File: src/rtl/mult_pkg.sv
// Shared types and constants for the iterative Booth multiplier.
// Holds the FSM state encoding, default width and the radix-2 Booth op decode.
package mult_pkg;

   localparam int MULT_WIDTH_DEF = 32;

   typedef enum logic [1:0] {
      IDLE = 2'd0,
      RUN  = 2'd1,
      DONE = 2'd2
   } mult_state_t;

   localparam logic [1:0] BOOTH_NOP = 2'b00;
   localparam logic [1:0] BOOTH_ADD = 2'b01;
   localparam logic [1:0] BOOTH_SUB = 2'b10;

   // Radix-2 Booth recoding of {q0, q-1}: 01 adds, 10 subtracts, 00/11 skip.
   function automatic logic [1:0] booth_decode(input logic [1:0] pair);
      logic [1:0] op;
      op = BOOTH_NOP;
      if (pair == 2'b01) op = BOOTH_ADD;
      else if (pair == 2'b10) op = BOOTH_SUB;
      return op;
   endfunction

endpackage

File: src/rtl/booth_step.sv
// One combinational radix-2 Booth step: conditional add/sub of the multiplicand
// into the upper partial product, then an arithmetic right shift of the accumulator.
module booth_step
   import mult_pkg::*;
#(
   parameter int WIDTH = MULT_WIDTH_DEF
) (
   input  logic [2*WIDTH:0] acc_i,
   input  logic [WIDTH-1:0] a_i,
   output logic [2*WIDTH:0] acc_o
);

   logic [WIDTH:0] upper;
   logic [WIDTH:0] a_ext;
   logic [WIDTH:0] sum;

   // The add/sub is done one bit wider than the stored partial product so that
   // subtracting the most negative multiplicand cannot overflow; the extra sign
   // bit becomes the shifted-in MSB.
   always_comb begin
      upper = {acc_i[2*WIDTH], acc_i[2*WIDTH:WIDTH+1]};
      a_ext = {a_i[WIDTH-1], a_i};
      sum   = upper;
      case (booth_decode(acc_i[1:0]))
         BOOTH_ADD: sum = upper + a_ext;
         BOOTH_SUB: sum = upper - a_ext;
         default:   sum = upper;
      endcase
      acc_o = {sum, acc_i[WIDTH:1]};
   end

endmodule

File: src/rtl/booth_mult_unit.sv
// Iterative radix-2 Booth signed multiplier: one step per cycle, done pulse, held result.
// Optional MULT_OVF_FLAG_EN adds an ovf output flagging products that do not fit in WIDTH bits.
module booth_mult_unit
   import mult_pkg::*;
#(
   parameter int WIDTH = MULT_WIDTH_DEF
) (
   input  logic             clk,
   input  logic             rst_n,
   input  logic             start,
   input  logic [WIDTH-1:0] a,
   input  logic [WIDTH-1:0] b,
   output logic             busy,
   output logic             done,
   output logic [WIDTH-1:0] result
`ifdef MULT_OVF_FLAG_EN
   ,
   output logic             ovf
`endif
);

   localparam int CW = $clog2(WIDTH + 1);

   mult_state_t        state_q, state_d;
   logic [2*WIDTH:0]   acc_q, acc_d;
   logic [WIDTH-1:0]   a_q, a_d;
   logic [CW-1:0]      cnt_q, cnt_d;
   logic [WIDTH-1:0]   result_q, result_d;
   logic [2*WIDTH:0]   step_acc;
`ifdef MULT_OVF_FLAG_EN
   logic               ovf_q, ovf_d;
`endif

   booth_step #(.WIDTH(WIDTH)) u_step (
      .acc_i (acc_q),
      .a_i   (a_q),
      .acc_o (step_acc)
   );

   always_comb begin
      state_d  = state_q;
      acc_d    = acc_q;
      a_d      = a_q;
      cnt_d    = cnt_q;
      result_d = result_q;
`ifdef MULT_OVF_FLAG_EN
      ovf_d    = ovf_q;
`endif
      case (state_q)
         IDLE: begin
            if (start) begin
               a_d     = a;
               acc_d   = {{WIDTH{1'b0}}, b, 1'b0};
               cnt_d   = '0;
               state_d = RUN;
            end
         end
         RUN: begin
            acc_d = step_acc;
            cnt_d = cnt_q + CW'(1);
            // Final step: capture straight from the step output so result and
            // ovf are already valid during the done cycle.
            if (cnt_q == CW'(WIDTH - 1)) begin
               state_d  = DONE;
               result_d = step_acc[WIDTH:1];
`ifdef MULT_OVF_FLAG_EN
               ovf_d    = ~((&step_acc[2*WIDTH:WIDTH]) | ~(|step_acc[2*WIDTH:WIDTH]));
`endif
            end
         end
         DONE:    state_d = IDLE;
         default: state_d = IDLE;
      endcase
   end

   always_ff @(posedge clk or negedge rst_n) begin
      if (!rst_n) begin
         state_q  <= IDLE;
         acc_q    <= '0;
         a_q      <= '0;
         cnt_q    <= '0;
         result_q <= '0;
`ifdef MULT_OVF_FLAG_EN
         ovf_q    <= 1'b0;
`endif
      end else begin
         state_q  <= state_d;
         acc_q    <= acc_d;
         a_q      <= a_d;
         cnt_q    <= cnt_d;
         result_q <= result_d;
`ifdef MULT_OVF_FLAG_EN
         ovf_q    <= ovf_d;
`endif
      end
   end

   assign busy   = (state_q == RUN);
   assign done   = (state_q == DONE);
   assign result = result_q;
`ifdef MULT_OVF_FLAG_EN
   assign ovf    = ovf_q;
`endif

endmodule

File: config.mk
export PLATFORM = sky130hd
export DESIGN_NAME = booth_mult_unit
export DESIGN_NICKNAME = d
export VERILOG_FILES = /design/src/rtl/mult_pkg.sv /design/src/rtl/booth_step.sv /design/src/rtl/booth_mult_unit.sv
export SDC_FILE = /design/constraint.sdc
export NUM_CORES = 1
export LEC_CHECK = 0
export CELL_PAD_IN_SITES_DETAIL_PLACEMENT = 1
export CELL_PAD_IN_SITES_GLOBAL_PLACEMENT = 1
export CORE_ASPECT_RATIO = 2
export CORE_MARGIN = 2
export CORE_UTILIZATION = 43
export DETAILED_ROUTE_END_ITERATION = 10
export PLACE_DENSITY_LB_ADDON = 0.08
export REMOVE_ABC_BUFFERS = 1
export SLEW_MARGIN = 20
export SYNTH_ARGS = -nofsm -noshare
export SYNTH_HDL_FRONTEND = slang
export SYNTH_SLANG_ARGS = --single-unit
File: constraint.sdc
create_clock -name clk -period 3.9 [get_ports clk]
set_input_delay 1.17 -clock clk [delete_from_list [all_inputs] [get_ports clk]]
set_output_delay 1.17 -clock clk [all_outputs]
set_load 0.05 [all_outputs]
==> key figures, run 1 <==
Synthesis
  • Seq cells post-synth: 137
  • Yosys cell types: 65
  • Sequential area share after synthesis: 0.418
  • Syn Inst Count: 931
  • EDFF count, synth: 0
  • Syn avg cell area: 8.81 sq um
  • Synthesis warning total: 0
  • Post-synth ARST share: 1.00
  • Cell Area, Synth: 8210 sq um
  • Top FF cell, synth: dfrtp_1

Global routing
  • First-pass GRT wire length: 41500 um
  • Initial antenna violation count: 0
  • Pin count of the biggest net entering global routing: 79
  • Vias in the first global route: 8150
  • Gr ovfl total: 0
  • All-Layer GR Usage: 0.267

Placed design
  • Dpl cells: 1261
  • Post-DP Area: 9610 sq um
  • GP Congestion: 0.950
  • HPWL after DPL: 18500 um
  • Pre-CTS setup slack: 0.0122 ns
  • PortBufs: 100

Clock tree
  • Clock tree buffer depth: 2
  • H-tree depth: 4
  • Clock Latency Late Sink: 0.44 ns
  • CTS Buf Count: 17
  • CTS tree: built
  • Sink Count: 137
  • Clock transition at path regs: 0.06 ns
  • Clock Tree Root: clkbuf_16

Cells and area
  • Fillers: 2136
  • Commonest non-fill, non-tap cell in the layout: nand2_1
  • Final Util: 0.552
  • Layout Nets: 1133
  • Layout area overhead: 26.0%
  • Final Cell Area: 10300 sq um
  • Commonest cells after routing, fill and taps aside: 184 x nand2_1, 136 x dfrtp_1, 98 x clkdlybuf4s50_1
  • Ant diodes: 0
  • Share of post-route cells with drive strength above 1: 0.141
  • Fin cells: 1297

Timing
  • Worst setup margin: 0.162 ns
  • Worst-margin pin slew: 0.979 ns
  • Final Max Tran Viols: 0
  • Final worst-path cycle share: 0.958
  • Min Clock Period, post-route: 3.74 ns
  • Final setup skew: 0.0144 ns
  • Final setup fails: 0
  • Final hold vios: 0
  • Fmax: 268 MHz
  • Slew margin rel.: 0.348

Floorplan
  • Die H: 199 um
  • Die area: 20300 sq um
  • Initial Util: 0.438
  • Cell Rows: 71
  • Boundary pin count: 101
  • Die width: 102 um
  • Core area: 18700 sq um

Setup path
  • Max incr delay on CP: 0.38 ns
  • Slowest cell on crit path: dfrtp_1
  • Critical Path, Cell by Cell: buf_4, nor4_2, nand3_1, nor2_1, and2_1, nor2_1, xnor2_1, ha_1, a21oi_2, o211a_1, o211ai_1, nand3_1, a41o_1, nand3_1, o31a_1, o211ai_1
  • Startpoint types: register
  • Critical Path AT: 4.08 ns
  • CP Class: reg2reg
  • Type of destination of the critical path: register
  • Required time at the worst-slack endpoint: 4.24 ns
  • CP most frequent cell: nand3_1
  • CP max FO: 5

Drt
  • Vias per inst: 5.64
  • DR WL/cell: 19.8 um
  • DRT iter0 DRCs: 248
  • DR pass1 iterations: 4
  • Antenna Nets Post-Route: 0
  • Via count: 7314
  • DRC: 0
  • Final wirelength: 25700 um

Pwr
  • Lkg Pwr: 4.55 nW
  • Power per cell area: 1030 nW/um^2
  • Peak supply drop: 559 uV

Run
  • Max-Cap Viols: 0

Hold path
  • Worst min-delay path class: reg2reg

Outcome
  • Outcome: finished, final reports clean
-- power breakdown --
| group | total (mW) | switching (mW) | internal [mW] |
|---|---|---|---|
| clock network | 1.69 | 0.687 | 0.999 |
| registers | 2.42 | 0.494 | 1.93 |
| logic | 6.54 | 3.79 | 2.76 |
| total | 10.7 | 4.97 | 5.69 |
-- path summary, 6_finish.rpt --
kind	start	endpoint	slack (ns)	depth (start not counted)
worst min register to register	acc_q[23]$_DFFE_PN0P_	acc_q[23]$_DFFE_PN0P_	0.51	2
worst max register to register	a_q[0]$_DFFE_PN0P_	acc_q[62]$_DFFE_PN0P_	0.16	16
max in group asynchronous	rst_n	acc_q[47]$_DFFE_PN0P_	2.39	2
min in group asynchronous	rst_n	acc_q[39]$_DFFE_PN0P_	0.75	1
worst min-delay path	acc_q[23]$_DFFE_PN0P_	acc_q[23]$_DFFE_PN0P_	0.51	2
worst max-delay path	a_q[0]$_DFFE_PN0P_	acc_q[62]$_DFFE_PN0P_	0.16	16
-- synth_stat cells, types with 3 or more instances --
library cell / instances / area (sq um)
dfrtp_1: 137 / 3430
mux2i_1: 7 / 70.1
o21bai_1: 3 / 22.5
a21oi_1: 67 / 335
nor4_1: 4 / 25.0
buf_2: 6 / 30.0
a21o_1: 12 / 90.1
buf_1: 3 / 11.3
nor2_1: 58 / 218
nand2b_1: 9 / 56.3
nor2b_1: 4 / 25.0
clkbuf_1: 50 / 188
nand4_1: 12 / 75.1
o21ai_0: 39 / 195
xor2_1: 14 / 123
and3_1: 4 / 25.0
nand2_1: 187 / 702
ha_1: 36 / 450
nand3_1: 53 / 265
a211oi_1: 5 / 37.5
o211ai_1: 16 / 120
a31oi_1: 5 / 31.3
and2_1: 4 / 25.0
nor4_2: 5 / 62.6
a22oi_1: 30 / 225
inv_1: 15 / 56.3
o21ai_1: 3 / 15.0
nor3_1: 20 / 100
o21a_1: 8 / 60.1
mux2_2: 29 / 327
xnor2_1: 41 / 359
or3_1: 3 / 18.8
-- metal layers --
| layer | GRT usage | up-vias | part of all wire | wire, um |
|---|---|---|---|---|
| met3 | 0.0493 | 60 | 0.036 | 930 |
| met5 | 0 | - | 0 | 0 |
| met4 | 0.150 | 0 | 0.044 | 1130 |
| li1 | - | 3458 | - | - |
| met1 | 0.267 | 3648 | 0.36 | 9230 |
| met2 | 0.502 | 148 | 0.56 | 14500 |
-- worst max-delay path, delay by kind of cell (launching register included) --
family	cells	cell delay (ns)
buffers and inverters	1	0.15
xor gates and xnor gates	1	0.13
AOI/OAI and AO/OA	6	1.29
and+or+nand+nor	7	1.34
adders and majority gates	1	0.36
DFF	1	0.38
-- sequential cells by signal, indices dropped and copies added (netlist names) --
name     flops
acc_q       65
a_q         32
result      32
cnt_q        6
state_q      2
-- stage by stage --
| step | power (mW) | setup TNS [ns] | hold slack, ns |
|---|---|---|---|
| 2_1_floorplan | 6.84 | 0 | 0.463 |
| 4_1_cts | 10.6 | 0 | 0.508 |
| 3_3_place_gp | 8.64 | 0 | 0.475 |
| 3_5_place_dp | 8.79 | 0 | 0.492 |
| 5_1_grt | 11.5 | -0.0950 | 0.524 |
| 6_report | 10.7 | 0 | 0.505 |
-- repair_timing --
| item | CTS | global route |
|---|---|---|
| buffers inserted | 0 | 4 |
| hold buffers | 0 | 0 |
| setup endpoints to repair | 1 | 9 |
| pin swaps | 0 | 7 |
| resized for setup | 1 | 24 |
-- cell type report --
cell class,count,area [sq um],share of cell area
flip-flops and latches,137,3430,0.332
clock buffers,20,467,0.0451
multi-input cells,719,4600,0.445
repair buffers,138,1320,0.128
well taps,255,319,0.0309
clock inverters,12,139,0.0134
inverters,16,60.1,0.00581
-- kinds of logic after synthesis --
family                     share of synthesized area
muxes                                         0.0511
xor gates and xnor gates                      0.0587
AOI/OAI and AO/OA                              0.174
buffers and inverters                         0.0352
DFF                                            0.418
and+or+nand+nor                                0.205
adders and majority gates                     0.0573
Power figures use the tool's default switching activity.
==> inputs of run 2 (changes only) <==
ABC_AREA = 1   (was unset)
CORE_UTILIZATION = 41   (was 43)
HOLD_SLACK_MARGIN = 0.15   (was unset)
==> run 2 against run 1 <==
  * First-iteration DRC count shrank 12%
  * Final cell count grew 27%
  * Global-route usage grew 0.43 points
  * Die area is 12% higher
  * Via count increased by 16%
  * Critical path type unchanged
  * Sequential share of layout area down 1.0 points
  * Sequential cell count unchanged
  * Clock skew decreased by 0.0038 ns
==> key figures, run 2 <==
Outcome
  • Outcome: finished, final reports clean

Synthesis
  • Seq cells post-synth: 137
  • Synth area leaders: dfrtp_1 39%, nand2_1 18%, inv_1 7.3%
  • Post-synth ARST share: 1.00
  • Cell Area, Synth: 8800 sq um
  • Synth area leader: dfrtp_1
  • Top FF cell, synth: dfrtp_1
  • Synthesis warning total: 0
  • Syn Inst Count: 1268
  • Synth cell count leaders: 428 x nand2_1, 170 x inv_1, 137 x dfrtp_1
  • Syn avg cell area: 6.94 sq um
  • Yosys cell types: 39
  • Top-count cell post-synth: nand2_1
  • Yosys top cell area share: 0.390
  • Sequential area share after synthesis: 0.390
  • EDFF count, synth: 0

Run
  • Max-Cap Viols: 0

Cells and area
  • Layout Nets: 1464
  • Commonest cells after routing, fill and taps aside: 427 x nand2_1, 170 x inv_1, 137 x dfrtp_1
  • Layout area overhead: 21.2%
  • Max reg flops: 65
  • Final Util: 0.507
  • Final Cell Area: 10700 sq um
  • Top reg by flops: acc_q
  • Commonest non-fill, non-tap cell in the layout: nand2_1
  • Share of post-route cells with drive strength above 1: 0.0575
  • Ant diodes: 0

Setup path
  • RR Endpoint: acc_q[57]$_DFFE_PN0P_
  • Type of destination of the critical path: register
  • R2r worst-path depth: 20
  • CP max FO: 6
  • CP Class: reg2reg
  • Required time at the worst-slack endpoint: 4.23 ns
  • Reg-to-reg slack, setup: 0.53 ns
  • Startpoint types: register
  • Critical Path AT: 3.71 ns
  • RR Startpoint: a_q[0]$_DFFE_PN0P_

Global routing
  • Initial antenna violation count: 0
  • Vias in the first global route: 9481
  • Gr ovfl total: 0
  • First-pass GRT wire length: 47300 um
  • All-Layer GR Usage: 0.272
  • Pin count of the biggest net entering global routing: 62

Drt
  • Vias per inst: 5.15
  • DR pass1 iterations: 4
  • Via count: 8464
  • Antenna Nets Post-Route: 0
  • DR WL/cell: 17.7 um
  • DRC: 0
  • Final wirelength: 29100 um
  • DRT iter0 DRCs: 219

Clock tree
  • Clock transition at path regs: 0.06 ns
  • Post-CTS Setup Bufs: 0
  • Clock Latency Late Sink: 0.45 ns
  • CTS tree: built
  • Cts hold-fix bufs: 0
  • CTS Buf Count: 17
  • Post-cts sizing count: 0
  • Clock Tree Root: clkbuf_16
  • Sink Count: 137
  • Clock tree buffer depth: 2
  • H-tree depth: 4

Placed design
  • GP Congestion: 0.926
  • HPWL after DPL: 22100 um
  • Post-DP Area: 10100 sq um
  • PortBufs: 100

Floorplan
  • Die H: 211 um
  • Boundary pin count: 101
  • Cell Rows: 75
  • Initial Util: 0.418
  • Die area: 22700 sq um
  • Die width: 108 um
  • Core area: 21000 sq um

Timing
  • Fmax: 296 MHz
  • Final hold vios: 0
  • Slew margin rel.: 0.391
  • Final worst-path cycle share: 0.865
  • Worst-margin pin slew: 0.912 ns
  • Min Clock Period, post-route: 3.37 ns
  • Final Max Tran Viols: 0
  • Final setup fails: 0
  • Final setup skew: 0.0106 ns
  • Final hold slack: 0.471 ns
  • RSZ-0062 raised after global routing: no

Hold path
  • Hold path endpoint: result[2]$_DFFE_PN0P_
  • Worst min-delay path class: reg2reg
  • Hold_sp: result[2]$_DFFE_PN0P_
  • WHS Path Cells: 2
## run 2: changes by cell type after synthesis, sizes merged, moves of 10 or more
| cell | change |
|---|---|
| o221ai | +10 |
| xor2 | +14 |
| mux2 | -31 |
| o21ai | +70 |
| nand2 | +245 |
| inv | +161 |
| a21o | -11 |
| nor2 | +64 |
| a22oi | -18 |
| xnor2 | -33 |
| clkbuf | -28 |
| a21oi | -18 |
## run 2: logic make-up (layout without fill, tap and decap cells)
group,count (synthesis),count (layout),share of synthesized area
DFF,137,137,0.390
buffers and inverters,218,323,0.0949
xor gates and xnor gates,36,36,0.0358
AOI/OAI and AO/OA,216,216,0.141
and+or+nand+nor,624,624,0.285
adders and majority gates,37,37,0.0535
## run 2: cell type report
type | instances | area, sq um
fill | 2734 | 10400
clock buffer | 22 | 474
clock inverter | 10 | 90.1
tap | 269 | 337
timing repair buffer | 113 | 1110
inverter | 178 | 668
sequential | 137 | 3430
multi-input combinational | 913 | 4550
## run 2: critical path: stages (launching register included)
cell	delay (ns)
dfrtp_1	0.40
inv_2	0.08
ha_1	0.19
nand2_2	0.11
nor2_4	0.15
nand2_2	0.10
nor2_4	0.12
nor2_2	0.06
a21oi_2	0.18
o21ai_1	0.11
xor2_1	0.16
ha_1	0.38
nand2_1	0.12
nor2_1	0.27
nand2_1	0.16
nor3_1	0.15
nand2_1	0.14
nand3_1	0.11
nand3_1	0.13
nand2_1	0.10
nand2_1	0.05
## run 2: metal layers
| layer | track usage | part of all wire | up-vias |
|---|---|---|---|
| li1 | - | - | 4191 |
| met1 | 0.260 | 0.36 | 4079 |
| met2 | 0.525 | 0.56 | 137 |
| met3 | 0.0583 | 0.037 | 57 |
| met4 | 0.137 | 0.050 | 0 |
| met5 | 0 | 0 | - |
## run 2: worst max-delay path by stage
stage	startpoint	endpoint	slack, ns	cells past startpoint
floorplan	start	acc_q[10]$_DFFE_PN0P_	-1.98	5
global placement	a_q[0]$_DFFE_PN0P_	acc_q[57]$_DFFE_PN0P_	0.59	20
detailed placement	a_q[0]$_DFFE_PN0P_	acc_q[57]$_DFFE_PN0P_	0.55	20
CTS	a_q[0]$_DFFE_PN0P_	acc_q[57]$_DFFE_PN0P_	0.51	20
global route	a_q[2]$_DFFE_PN0P_	acc_q[63]$_DFFE_PN0P_	0.28	19
finish	a_q[0]$_DFFE_PN0P_	acc_q[57]$_DFFE_PN0P_	0.53	20
## run 2: per-stage QoR
stage / instances / setup TNS (ns) / setup slack, ns
after floorplan: 1228 / -135.55 / -1.98
after CTS: 1642 / 0 / 0.513
after global placement: 1610 / 0 / 0.592
after detailed placement: 1610 / 0 / 0.546
final: 1642 / 0 / 0.525
after global routing: 1642 / 0 / 0.278
Power of run 2 is not shown: default switching activity piles up to over one toggle a cycle in this logic, so the estimate is an artifact.
==> inputs of run 3 (changes only) <==
SKIP_LAST_GASP = 1   (was unset)
==> results of run 3 <==
Same layout as run 2: the final DEF is identical, and so are final timing and power.
Power of run 3 is left out for the same reason.
